**src/rtl/nds_flag_rr_sched.sv**
```systemverilog
// Pending-event flag bank with a round-robin scheduler feeding one consumer over valid/ready.
// An offer that is not accepted at once is locked and held stable until handshake or flush.
module nds_flag_rr_sched #(
   parameter int unsigned NUM_REQ      = 4,
   parameter int unsigned ID_W         = 2,
   parameter bit          SET_OVER_CLR = 1'b1
) (
   input  logic               clk,
   input  logic               reset_n,
   input  logic [NUM_REQ-1:0] req_set,
   input  logic [NUM_REQ-1:0] req_mask,
   input  logic               flush,
   output logic [NUM_REQ-1:0] pend,
   output logic               out_valid,
   output logic [ID_W-1:0]    out_id,
   input  logic               out_ready
);

   if (NUM_REQ < 2 || NUM_REQ > 16) begin : g_bad_num_req
      $error("NUM_REQ must be in 2..16");
   end
   if (ID_W != $clog2(NUM_REQ)) begin : g_bad_id_w
      $error("ID_W must equal clog2(NUM_REQ)");
   end

   typedef enum logic {StOpen, StLocked} lock_state_e;

   lock_state_e        state_q;
   logic [ID_W-1:0]    lock_id_q;
   logic [NUM_REQ-1:0] pend_q, pend_d;
   logic [ID_W-1:0]    ptr_q, ptr_d;

   logic [NUM_REQ-1:0] elig;
   logic [NUM_REQ-1:0] clr;
   logic               sel_found;
   logic [ID_W-1:0]    sel_id;
   logic               hs;

   assign elig = pend_q & ~req_mask;
   assign pend = pend_q;

   // Rotating priority search starting at ptr_q, wrapping modulo NUM_REQ.
   always_comb begin
      int unsigned idx;
      logic [ID_W-1:0] idx_id;
      sel_found = 1'b0;
      sel_id    = '0;
      idx       = 0;
      idx_id    = '0;
      for (int unsigned k = 0; k < NUM_REQ; k++) begin
         idx    = (32'(ptr_q) + k) % NUM_REQ;
         idx_id = idx[ID_W-1:0];
         if (!sel_found && elig[idx_id]) begin
            sel_found = 1'b1;
            sel_id    = idx_id;
         end
      end
   end

   always_comb begin
      out_valid = 1'b0;
      out_id    = '0;
      if (state_q == StLocked) begin
         out_valid = 1'b1;
         out_id    = lock_id_q;
      end else if (sel_found) begin
         out_valid = 1'b1;
         out_id    = sel_id;
      end
   end

   assign hs = out_valid & out_ready;

   always_comb begin
      clr = '0;
      for (int unsigned i = 0; i < NUM_REQ; i++) begin
         clr[i] = hs && (out_id == ID_W'(i));
      end
   end

   always_comb begin
      pend_d = '0;
      if (!flush) begin
         if (SET_OVER_CLR) begin
            pend_d = req_set | (pend_q & ~clr);
         end else begin
            pend_d = (req_set | pend_q) & ~clr;
         end
      end
   end

   always_comb begin
      ptr_d = ptr_q;
      if (hs) begin
         ptr_d = (out_id == ID_W'(NUM_REQ - 1)) ? '0 : out_id + ID_W'(1);
      end
   end

   always_ff @(posedge clk or negedge reset_n) begin
      if (!reset_n) begin
         pend_q <= '0;
         ptr_q  <= '0;
      end else begin
         pend_q <= pend_d;
         ptr_q  <= ptr_d;
      end
   end

   // Lock tracker: freezes a stalled offer so the consumer never sees it change.
   always_ff @(posedge clk or negedge reset_n) begin
      if (!reset_n) begin
         state_q   <= StOpen;
         lock_id_q <= '0;
      end else begin
         case (state_q)
            StOpen: begin
               if (!flush && out_valid && !out_ready) begin
                  state_q   <= StLocked;
                  lock_id_q <= out_id;
               end
            end
            StLocked: begin
               if (hs || flush) begin
                  state_q <= StOpen;
               end
            end
            default: state_q <= StOpen;
         endcase
      end
   end

endmodule

```
**config.mk**
```make
export PLATFORM = sky130hd
export DESIGN_NAME = nds_flag_rr_sched
export DESIGN_NICKNAME = d
export VERILOG_FILES = /design/src/rtl/nds_flag_rr_sched.sv
export SDC_FILE = /design/constraint.sdc
export NUM_CORES = 1
export LEC_CHECK = 0
export BUFFER_PORTS_ARGS = -buffer_cell sky130_fd_sc_hd__buf_2
export CELL_PAD_IN_SITES_DETAIL_PLACEMENT = 0
export CELL_PAD_IN_SITES_GLOBAL_PLACEMENT = 1
export CORE_MARGIN = 2
export CORE_UTILIZATION = 30
export CTS_CLUSTER_SIZE = 12
export DETAILED_ROUTE_END_ITERATION = 16
export HOLD_SLACK_MARGIN = 0.12
export PLACE_DENSITY = 0.59
export SLEW_MARGIN = 20
export SYNTH_ARGS = -nofsm -noshare
export SYNTH_HDL_FRONTEND = slang
export SYNTH_SLANG_ARGS = --single-unit
```
**constraint.sdc**
```tcl
create_clock -name clk -period 2.9 [get_ports clk]
set_clock_uncertainty 0.1 [all_clocks]
set_input_delay 0.29 -clock clk [delete_from_list [all_inputs] [get_ports clk]]
set_output_delay 0.29 -clock clk [all_outputs]
set_load 0.005 [all_outputs]
```
* Word-level counts from Yosys, hierarchy flattened
Index checks and enable logic that the tools add are counted.
Word-level totals: bits in registers 9, word-level logic and storage cells 64
Cells by class: add/subtract/negate cells 4, $lt $le $gt $ge 4, equality and inequality tests 3, mux-type cells 25, bitwise gates (word level) 7, reduce and logical (&&, ||, !) cells 17
Operators by type and width (count):
- 2-to-1 mux 2 bit | 7
- less-than comparator 2 x 3 -> 1 bit, second input constant | 4
- 2-to-1 mux 1 bit | 12
- logical AND 1 bit | 9
- AND 4 bit | 2
- binary-select mux 1 bit (select 2 bit) | 4
- inverter 4 bit | 2
- zero test 1 bit | 5
- adder 2 x 1 -> 2 bit, second input constant | 2
- adder 2 bit, second input constant | 2
- == test 2 bit, second input constant | 2
- 2-to-1 mux 4 bit | 1
- bitwise OR 4 bit | 1
- == test 2 x 1 -> 1 bit, second input constant | 1
- zero test 2 bit | 1
- one-hot mux 1 bit (2 select lines) | 1
- AND reduction 2 bit | 1
- AND 1 bit | 1
- logical OR 1 bit | 1
- inverter 1 bit | 1

* Logic depth before layout (Yosys ltp)
Gate-level depths: netlist (run 1).
depth after elaboration 22, depth in mapped cells 10

* Worst setup path after synthesis (run 1)
No wires, ideal clock.
kind reg2reg, from register pend_q[0], in the netlist pend[0], to register ptr_q[0], setup time 0.128 ns, arrival 1.920 ns, required time 2.672 ns, slack 0.752 ns, cell stages (with the launch flop) 10, buffers on the path 0, period minus slack after synthesis 2.148 ns, cell sequence dfrtp_1 and2b_1 a22oi_1 nor2_1 o41a_1 nor2_1 ha_1 nand2b_1 a21oi_1 o2bb2ai_1
Between the ends: word-level cells in the longest chain between the ends 17, elaborated cells between the ends (all ways) 31
RTL lines:
- from (decl) | line 30 | logic [NUM_REQ-1:0] pend_q, pend_d;
- from (signal assigned) | line 104 | pend_q <= pend_d;
- AND 4 bit (*) | line 39 | assign elig = pend_q & ~req_mask;
- binary-select mux 1 bit (select 2 bit) | line 53 | if (!sel_found && elig[idx_id]) begin
- 2-to-1 mux 1 bit (implied by the code) | line 53
- 2-to-1 mux 1 bit | line 53
- zero test 1 bit | line 53
- logical AND 1 bit | line 53
- 2-to-1 mux 1 bit | line 53
- zero test 1 bit | line 53
- [... 2 more ...]
- zero test 1 bit | line 53
- logical AND 1 bit | line 53
- 2-to-1 mux 2 bit or 2-to-1 mux 1 bit (tied branches) | line 53
- 2-to-1 mux 2 bit (*) | line 66 | end else if (sel_found) begin
- 2-to-1 mux 2 bit (*) | line 63 | if (state_q == StLocked) begin
- named net out_id[0] | line 15 | output logic [ID_W-1:0] out_id,
- adder 2 x 1 -> 2 bit or == test 2 bit (tied branches) | line 95 | ptr_d = (out_id == ID_W'(NUM_REQ - 1)) ? '0 : out_id + ID_W'(1);
- 2-to-1 mux 2 bit (*) | line 95
- to (signal assigned) | line 105 | ptr_q <= ptr_d;
- to (decl) | line 31 | logic [ID_W-1:0] ptr_q, ptr_d;
The timed path passes the listed nets; every way through them passes the cells marked *. The select of a mux whose other input is x is not followed. A chain may end at the register's enable or synchronous reset.

* Worst setup path in the final report (run 1)
from register pend_q[0], in the netlist pend[0], to output port out_id[0]
Between the ends: word-level cells in the longest chain between the ends 15, elaborated cells between the ends (all ways) 25
RTL lines (line):
- AND 4 bit (*) | 39
- binary-select mux 1 bit (select 2 bit) | 53
- 2-to-1 mux 1 bit (implied by the code) | 53
- 2-to-1 mux 1 bit | 53
- zero test 1 bit | 53
- logical AND 1 bit | 53
- 2-to-1 mux 1 bit | 53
- zero test 1 bit | 53
- logical AND 1 bit | 53
- 2-to-1 mux 1 bit | 53
- zero test 1 bit | 53
- logical AND 1 bit | 53
- 2-to-1 mux 2 bit or 2-to-1 mux 1 bit (tied branches) | 53
- 2-to-1 mux 2 bit (*) | 66
- 2-to-1 mux 2 bit (*) | 63
- to (decl) | 15
Mark *: on every way between the ends. The rest lies on a longest branch, timed or not. The select of a mux whose other input is x is not followed.

==> results by group, run 1 <==
Finish
  – Share of cells above drive strength 1: 28.2%
  – Final net count: 120
  – Diodes inserted: 0
  – Fill cells: 255
  – Area grow syn2layout: 21.2%
  – Non-Filler Instances: 133

Critical path
  – Crit. Startpoint: pend[0]
  – Crit path kind: reg -> out
  – CP Capture Type: primary output
  – Cell mode on critical path: nor2_1
  – Crit path DAT: 1.97 ns
  – CP Max Fanout: 7
  – CP Launch Type: register
  – Worst r2r src: pend[0]
  – Critical path cell sequence: and2b_1, a22oi_1, nor2_1, o41a_1, nor2_1, buf_2
  – Critical Path RT: 2.51 ns
  – CP max stage delay: 0.42 ns
  – Slowest CP cell: o41a_1

Floorplan
  – Die Y: 53.9 microns
  – Top Ports: 19
  – Full die area: 2910 sq um
  – Die X: 53.9 microns
  – Std cell rows: 18
  – Initial core utilization: 31.0%
  – CORE AREA: 2410 sq um

CTS
  – Post-CTS Setup Bufs: 0
  – Clock sinks: 9
  – Clock Latency Late Sink: 0.25 ns
  – CTS tree: built
  – Clock root cell: clkbuf_4
  – Clock buffer depth: 2
  – # resized after CTS: 0
  – Max H-tree Level: 1
  – Clock slew at reported path FFs: 0.06 ns
  – TritonCTS buffer count: 3

Drt
  – Total number of vias: 675
  – DRC: 0
  – Final Routed Wirelength: 1690 microns
  – Final ANT Viol Nets: 0
  – DR pass1 iterations: 4
  – Drt wl/cell: 12.7 microns
  – Routed vias/inst: 5.08
  – Initial DRC Count: 12

Global route
  – First-pass GRT wire length: 2830 microns
  – GRT Util Overall: 13.6%
  – Antenna violations before repair: 0
  – Vias in the first global route: 638
  – Grt ovf: 0
  – Largest net degree at the start of global routing: 10

Synth
  – Yosys warnings: 0
  – Mapped Area: 748 sq um
  – Largest cells by area after synthesis: dfrtp_1 30%, ha_1 6.7%, nand2b_1 5.9%
  – Syn Inst Count: 81
  – Top cell type's share of synthesized area: 30.1%
  – Register area share after synthesis: 30.1%
  – Yosys reg bits: 9
  – Distinct cells, synth: 33
  – Area leader, netlist: dfrtp_1
  – Mapped Nets: 97
  – Synth Area per Inst: 9.24 sq um

Timing
  – Crit share post-route: 81.5%
  – Setup_tns: 0 ns
  – RSZ-0062 raised after global routing: no
  – Max Freq: 0.423 GHz
  – Worst Max-Slew Pin Slew: 0.456 ns
  – Rel. slew slack: 69.6%
  – Hold Violations, Final: 0
  – Final Critical Period: 2.36 ns
  – Endpoints failing setup: 0
  – Max-slew violation count: 0

Power and ir drop
  – PD cells: 742 nW/um^2
  – Tot Pwr: 0.000673 W
  – Worst vdd ir: 0.000422 V
  – Leakage: 0.420 nW

Place
  – # port buffers: 18
  – Placed insts: 128
  – Routability-driven placement congestion ratio: 0.796
  – Post-DP HPWL: 1420 microns

Hold path
  – Hold/Removal Path Class: in -> reg
  – Hold Crit Start: out_ready

Run
  – Max-Cap Viols: 0

Run status
  – Status: finished clean
==> cells by family after synthesis <==
logic type / Yosys count / share of synthesized area [%]
fa+ha+maj: 4 / 6.69
simple gates: 33 / 22.9
buf+inv: 8 / 4.18
mux: 3 / 4.35
flops: 9 / 30.1
compound gates: 24 / 31.8
==> repair_timing <==
item | CTS | global route
hold buffers | 1 | 0
endpoints found under the hold margin | 9 | 0
setup endpoints to repair | 0 | 0
==> worst max-delay path, delay by kind of cell (launching register included) <==
kind	cells	cell delay, ns
compound gates	2	0.63
simple gates	3	0.52
flops	1	0.41
buf+inv	1	0.15
==> cell type report <==
class | count | area (sq um) | area share (%)
Timing Repair Buffer | 19 | 100 | 11.0
Inverter | 7 | 26.3 | 2.90
Clock buffer | 4 | 26.3 | 2.90
Multi-Input combinational cell | 64 | 492 | 54.2
Sequential cell | 9 | 225 | 24.8
Tap cell | 30 | 37.5 | 4.14
==> placed cells by master (no fill, tap or decap), types with 2 or more instances in the layout <==
cell / instances
dfrtp_1: 9
inv_1: 5
a311oi_1: 4
inv_2: 2
nor2_1: 9
nand2_1: 5
clkbuf_4: 3
mux2_1: 2
and2b_1: 3
nand2b_1: 7
buf_2: 18
nor3_1: 4
ha_1: 4
a21oi_1: 6
==> Yosys cell counts, drive strengths merged <==
master and instances:
dfrtp 9, nor2 9, inv 7, nand2b 7, a21oi 6, nand2 5
a311oi 4, ha 4, nor3 4, and2b 3, mux2 2, a2111oi 1
a211oi 1, a21boi 1, a21o 1, a221oi 1, a22oi 1, and2 1
buf 1, mux2i 1, nand3b 1, nor2b 1, o2111ai 1, o211ai 1
o21ai 1, o2bb2ai 1, o311a 1, o311ai 1, o31ai 1, o41a 1
or2 1, or3 1
==> through the flow <==
step                      utilization, %  instance area, sq um  hold slack (ns)  setup slack, ns
after floorplan                        -                   748           -0.106            0.752
after global placement              36.1                   871           0.0581            0.622
after detailed placement            36.1                   871           0.0554            0.602
after CTS                           37.6                   907            0.161            0.515
after global routing                37.6                   907            0.164            0.397
final                               37.6                   907            0.164            0.535
==> path summary, 6_finish.rpt <==
| check | to | slack [ns] | depth (start not counted) |
|---|---|---|---|
| max | out_id[0] | 0.54 | 6 |
| min | state_q | 0.16 | 2 |
| max reg2reg | pend[0] | 0.61 | 7 |
| min reg2reg | lock_id_q[0] | 0.39 | 1 |
| max in group asynchronous | pend[1] | 2.21 | 2 |
| min in group asynchronous | pend[0] | 0.31 | 2 |
==> routing by layer <==
layer / vias to the layer above / routed length [microns] / track usage [%] / part of all wire (%)
li1: 344 / - / - / -
met1: 311 / 803 / 16.8 / 48
met2: 16 / 789 / 22.4 / 47
met3: 4 / 74 / 3.33 / 4.4
met4: 0 / 22 / 5.98 / 1.3
met5: - / 0 / 0 / 0
==> flip-flops by register name (all words and copies together), names as in the netlist <==
name / cells
ptr_q: 2
state_q: 1
lock_id_q: 2
pend: 4
==> where the power goes <==
| group | internal, W | total (W) | switching [W] | leakage [nW] |
|---|---|---|---|---|
| combinational | 0.000162 | 0.000365 | 0.000203 | 0.292 |
| clock | 0.0000528 | 0.0000933 | 0.0000405 | 0.0150 |
| sequential | 0.000160 | 0.000215 | 0.0000547 | 0.113 |
(Power assumes the default switching activity.)
==> run 2: changes to the inputs <==
--- a/config.mk
+++ b/config.mk
@@ -5,6 +5,7 @@
 export SDC_FILE = /design/constraint.sdc
 export NUM_CORES = 1
 export LEC_CHECK = 0
+export ABC_AREA = 1
 export BUFFER_PORTS_ARGS = -buffer_cell sky130_fd_sc_hd__buf_2
 export CELL_PAD_IN_SITES_DETAIL_PLACEMENT = 0
 export CELL_PAD_IN_SITES_GLOBAL_PLACEMENT = 1
@@ -13,7 +14,7 @@
 export CTS_CLUSTER_SIZE = 12
 export DETAILED_ROUTE_END_ITERATION = 16
 export HOLD_SLACK_MARGIN = 0.12
-export PLACE_DENSITY = 0.59
+export PLACE_DENSITY = 0.64
 export SLEW_MARGIN = 20
 export SYNTH_ARGS = -nofsm -noshare
 export SYNTH_HDL_FRONTEND = slang
==> constraint.sdc (replaced) <==
create_clock -name clk -period 1.9 [get_ports clk]
set_clock_uncertainty 0.1 [all_clocks]
set_input_delay 0.19 -clock clk [delete_from_list [all_inputs] [get_ports clk]]
set_output_delay 0.19 -clock clk [all_outputs]
set_load 0.005 [all_outputs]
==> run 2 against run 1 <==
The run now ends with negative setup slack left. Critical path type unchanged. Worst hold slack improved by 0.029 ns. Critical endpoint is now out_id[1]. Non-clock buffer count grew 39. First-iteration DRC count is 8.3% higher. Core utilization is 24 points higher.
==> results by group, run 2 <==
Drt
  – DRC: 0 (unchanged)
  – Total number of vias: 961 (was 675)
  – Final ANT Viol Nets: 0 (unchanged)
  – Initial DRC Count: 13 (was 12)
  – Routed vias/inst: 4.69 (was 5.08)
  – Drt wl/cell: 12.3 microns (was 12.7 microns)
  – DR pass1 iterations: 4 (unchanged)
  – Final Routed Wirelength: 2510 microns (was 1690 microns)

Synth
  – Yosys warnings: 0 (unchanged)
  – Syn Inst Count: 115 (was 81)
  – Register area share after synthesis: 27.4% (was 30.1%)
  – FFs w/ async S/R, synth: 100% (unchanged)
  – Adder-cell share of the synthesized area: 6.09% (was 6.69%)
  – EDFF count, synth: 0 (unchanged)
  – Mapped Area: 822 sq um (was 748 sq um)
  – Most frequent cells after synthesis: 31 x nand2_1, 20 x nand3_1, 12 x inv_1 (was 9 x dfrtp_1, 9 x nor2_1, 7 x nand2b_1)
  – Post-synth top flop: dfrtp_1 (unchanged)
  – Post-synthesis simple-gate area fraction: 50.2% (was 22.9%)
  – Distinct cells, synth: 19 (was 33)
  – Largest cells by area after synthesis: dfrtp_1 27%, nand2_1 14%, nand3_1 12% (was dfrtp_1 30%, ha_1 6.7%, nand2b_1 5.9%)
  – Top cell type's share of synthesized area: 27.4% (was 30.1%)
  – Most common cell in the synthesized netlist: nand2_1
  – Largest family of logic cells by synthesized area: simple AND/OR/NAND/NOR gates (was compound AO/OA/AOI/OAI gates)
  – Yosys reg bits: 9 (unchanged)
  – Synth Area in Compound Gates: 5.78% (was 31.8%)
  – Area leader, netlist: dfrtp_1 (unchanged)
  – Post-Synth XOR/XNOR Area: 0% (unchanged)
  – Mapped Nets: 131 (was 97)
  – Multiplexer area fraction after synthesis: 0% (was 4.35%)
  – Synth Area per Inst: 7.15 sq um (was 9.24 sq um)

Run status
  – Status: finished with violations (was finished clean)
  – Failing checks: negative setup slack

Global route
  – Antenna violations before repair: 0 (unchanged)
  – Grt ovf: 0 (unchanged)
  – Met1 Usage GRT: 19.0% (was 16.8%)
  – GRT Util Overall: 15.8% (was 13.6%)
  – First-pass GRT wire length: 3930 microns (was 2830 microns)
  – Largest net degree at the start of global routing: 10 (unchanged)
  – Met3 usage: 2.07% (was 3.33%)
  – M2 GR Usage: 27.2% (was 22.4%)
  – Vias in the first global route: 932 (was 638)
  – Most used routing layer: met2 (unchanged)

Critical path
  – Setup slack, reg-to-reg: -0.26 ns (was 0.61 ns)
  – Cell mode on critical path: nand2_4 (was nor2_1)
  – Buf/Inv on CP: 3 (was 1)
  – CP Launch Type: register (unchanged)
  – Crit path DAT: 1.91 ns (was 1.97 ns)
  – Slowest CP cell: dfrtp_2 (was o41a_1)
  – Reg2reg end: pend[2] (was pend[0])
  – Top Family by Delay on Critical Path: flip-flops (was compound AO/OA/AOI/OAI gates)
  – Worst r2r src: ptr_q[0] (was pend[0])
  – CP Max Fanout: 8 (was 7)
  – Crit path kind: reg -> out (unchanged)
  – Critical path cell sequence: inv_8, nand2_4, nand2_4, nand3_2, nand2_4, nand2_4, a21oi_4, nor2_4, o21ai_4, buf_6, buf_6 (was and2b_1, a22oi_1, nor2_1, o41a_1, nor2_1, buf_2)
  – CP Capture Type: primary output (unchanged)
  – CP max stage delay: 0.51 ns (was 0.42 ns)
  – Critical Path RT: 1.61 ns (was 2.51 ns)
  – Crit. Startpoint: ptr_q[0] (was pend[0])
  – R2r worst-path depth: 14 (was 7)

CTS
  – Clock Latency Late Sink: 0.27 ns (was 0.25 ns)
  – Clock buffer depth: 2 (unchanged)
  – Clock slew at reported path FFs: 0.06 ns (about the same)
  – Clock root cell: clkbuf_4 (unchanged)
  – Clock sinks: 9 (unchanged)
  – CTS tree: built (unchanged)
  – TritonCTS buffer count: 3 (unchanged)
  – Max H-tree Level: 1 (unchanged)

Timing
  – Crit share post-route: 116%
  – Max-slew violation count: 0 (unchanged)
  – Hold Violations, Final: 0 (unchanged)
  – RSZ-0062 raised after global routing: yes (was no)
  – Endpoints failing setup: 10 (was 0)
  – Final WS setup: -0.297 ns (was 0.535 ns)
  – Worst Max-Slew Pin Slew: 0.264 ns (was 0.456 ns)
  – Hold slack: 0.192 ns (was 0.164 ns)
  – Max Freq: 0.455 GHz
  – Final Critical Period: 2.20 ns
  – Rel. slew slack: 82.4% (was 69.6%)

Floorplan
  – Initial core utilization: 32.3% (was 31.0%)
  – Top Ports: 19 (unchanged)
  – CORE AREA: 2540 sq um (was 2410 sq um)
  – Die X: 56.3 microns (was 53.9 microns)
  – Die Y: 56.3 microns (was 53.9 microns)
  – Full die area: 3170 sq um (was 2910 sq um)
  – Std cell rows: 18 (unchanged)

Finish
  – Core Util, Final: 61.8% (was 37.6%)
  – Area grow syn2layout: 91.2% (was 21.2%)
  – Multi-input gate area: 773 sq um (was 492 sq um)
  – Most common cell after layout, fill and taps aside: buf_4 (was buf_2)
  – Share of cells above drive strength 1: 65.7% (was 28.2%)
  – Diodes inserted: 0 (unchanged)
  – Final net count: 192 (was 120)
  – Flip-flop count of the largest register after layout: 4 (unchanged)
  – Fill cells: 227 (was 255)
  – Commonest cells after routing, fill and taps aside: 29 x buf_4, 20 x nand2_1, 15 x buf_2 (was 18 x buf_2, 9 x nor2_1, 9 x dfrtp_1)
  – FF+latch area: 226 sq um (was 225 sq um)

Power and ir drop
  – Leakage: 0.793 nW (was 0.420 nW)
  – Worst vdd ir: 0.00128 V (was 0.000422 V)
  – PD cells: 1870 nW/um^2 (was 742 nW/um^2)

Place
  – Setup WS pre-CTS: -0.366 ns (was 0.602 ns)
  – Routability-driven placement congestion ratio: 0.732 (was 0.796)
  – # port buffers: 18 (unchanged)
  – Post-DP HPWL: 1750 microns (was 1420 microns)

Run
  – Max-Cap Viols: 0 (unchanged)

Hold path
  – Hold/Removal Path Class: in -> async (was in -> reg)
-- run 2: cell count changes after synthesis, sizes merged, moves of 2 or more --
| cell | previous run | this run |
|---|---|---|
| a311oi | 4 | 0 |
| and2b | 3 | 0 |
| inv | 7 | 15 |
| mux2 | 2 | 0 |
| nand2 | 5 | 41 |
| nand2b | 7 | 0 |
| nand3 | 0 | 25 |
| nand4 | 0 | 2 |
| nor3 | 4 | 1 |
| o21ai | 1 | 3 |
-- run 2: worst max path at each step --
stage / end / slack [ns] / depth (start not counted)
2_1_floorplan: pend[0] / -0.02 / 15
3_3_place_gp: pend[0] / -0.32 / 13
3_5_place_dp: pend[0] / -0.37 / 13
4_1_cts: out_id[1] / -0.27 / 11
5_1_grt: out_id[1] / -0.37 / 11
6_report: out_id[1] / -0.30 / 11
-- run 2: logic make-up after synthesis --
group / count (synthesis)
simple gates: 77
buf+inv: 17
flops: 9
compound gates: 8
fa+ha+maj: 4
-- run 2: power by group --
group | leakage, nW | internal, W | switching [W]
logic | 0.666 | 0.00123 | 0.00122
clock network | 0.0150 | 0.0000812 | 0.0000707
registers | 0.113 | 0.000250 | 0.0000959
-- run 2: per-stage QoR --
stage | total power, W | std cells | instance area [sq um] | TNS [ns]
floorplan | 0.00143 | 115 | 911 | -0.0358
global placement | 0.00202 | 183 | 1180 | -1.98
detailed placement | 0.00200 | 183 | 1180 | -2.13
CTS | 0.00262 | 204 | 1420 | -1.68
global route | 0.00315 | 205 | 1570 | -2.99
finish | 0.00295 | 205 | 1570 | -2.02
-- run 2: per-layer routing --
metal / share of wire, % / vias up
li1: - / 495
met1: 41 / 438
met2: 52 / 22
met3: 3.9 / 6
met4: 2.9 / 0
met5: 0 / -
-- run 2: timing repair --
action	4_1_cts	5_1_grt
pin swaps	16	12
buffers inserted	10	1
hold buffers	7	0
endpoints found under the setup margin	9	12
hold endpoints to repair	14	0
resized for setup	18	29
-- run 2: final cells by class --
class | instances | area share [%]
sequential | 9 | 14.4
clock buffer | 4 | 1.67
multi-input combinational | 89 | 49.2
tap | 30 | 2.39
inverter | 15 | 4.22
timing repair buffer | 58 | 28.1
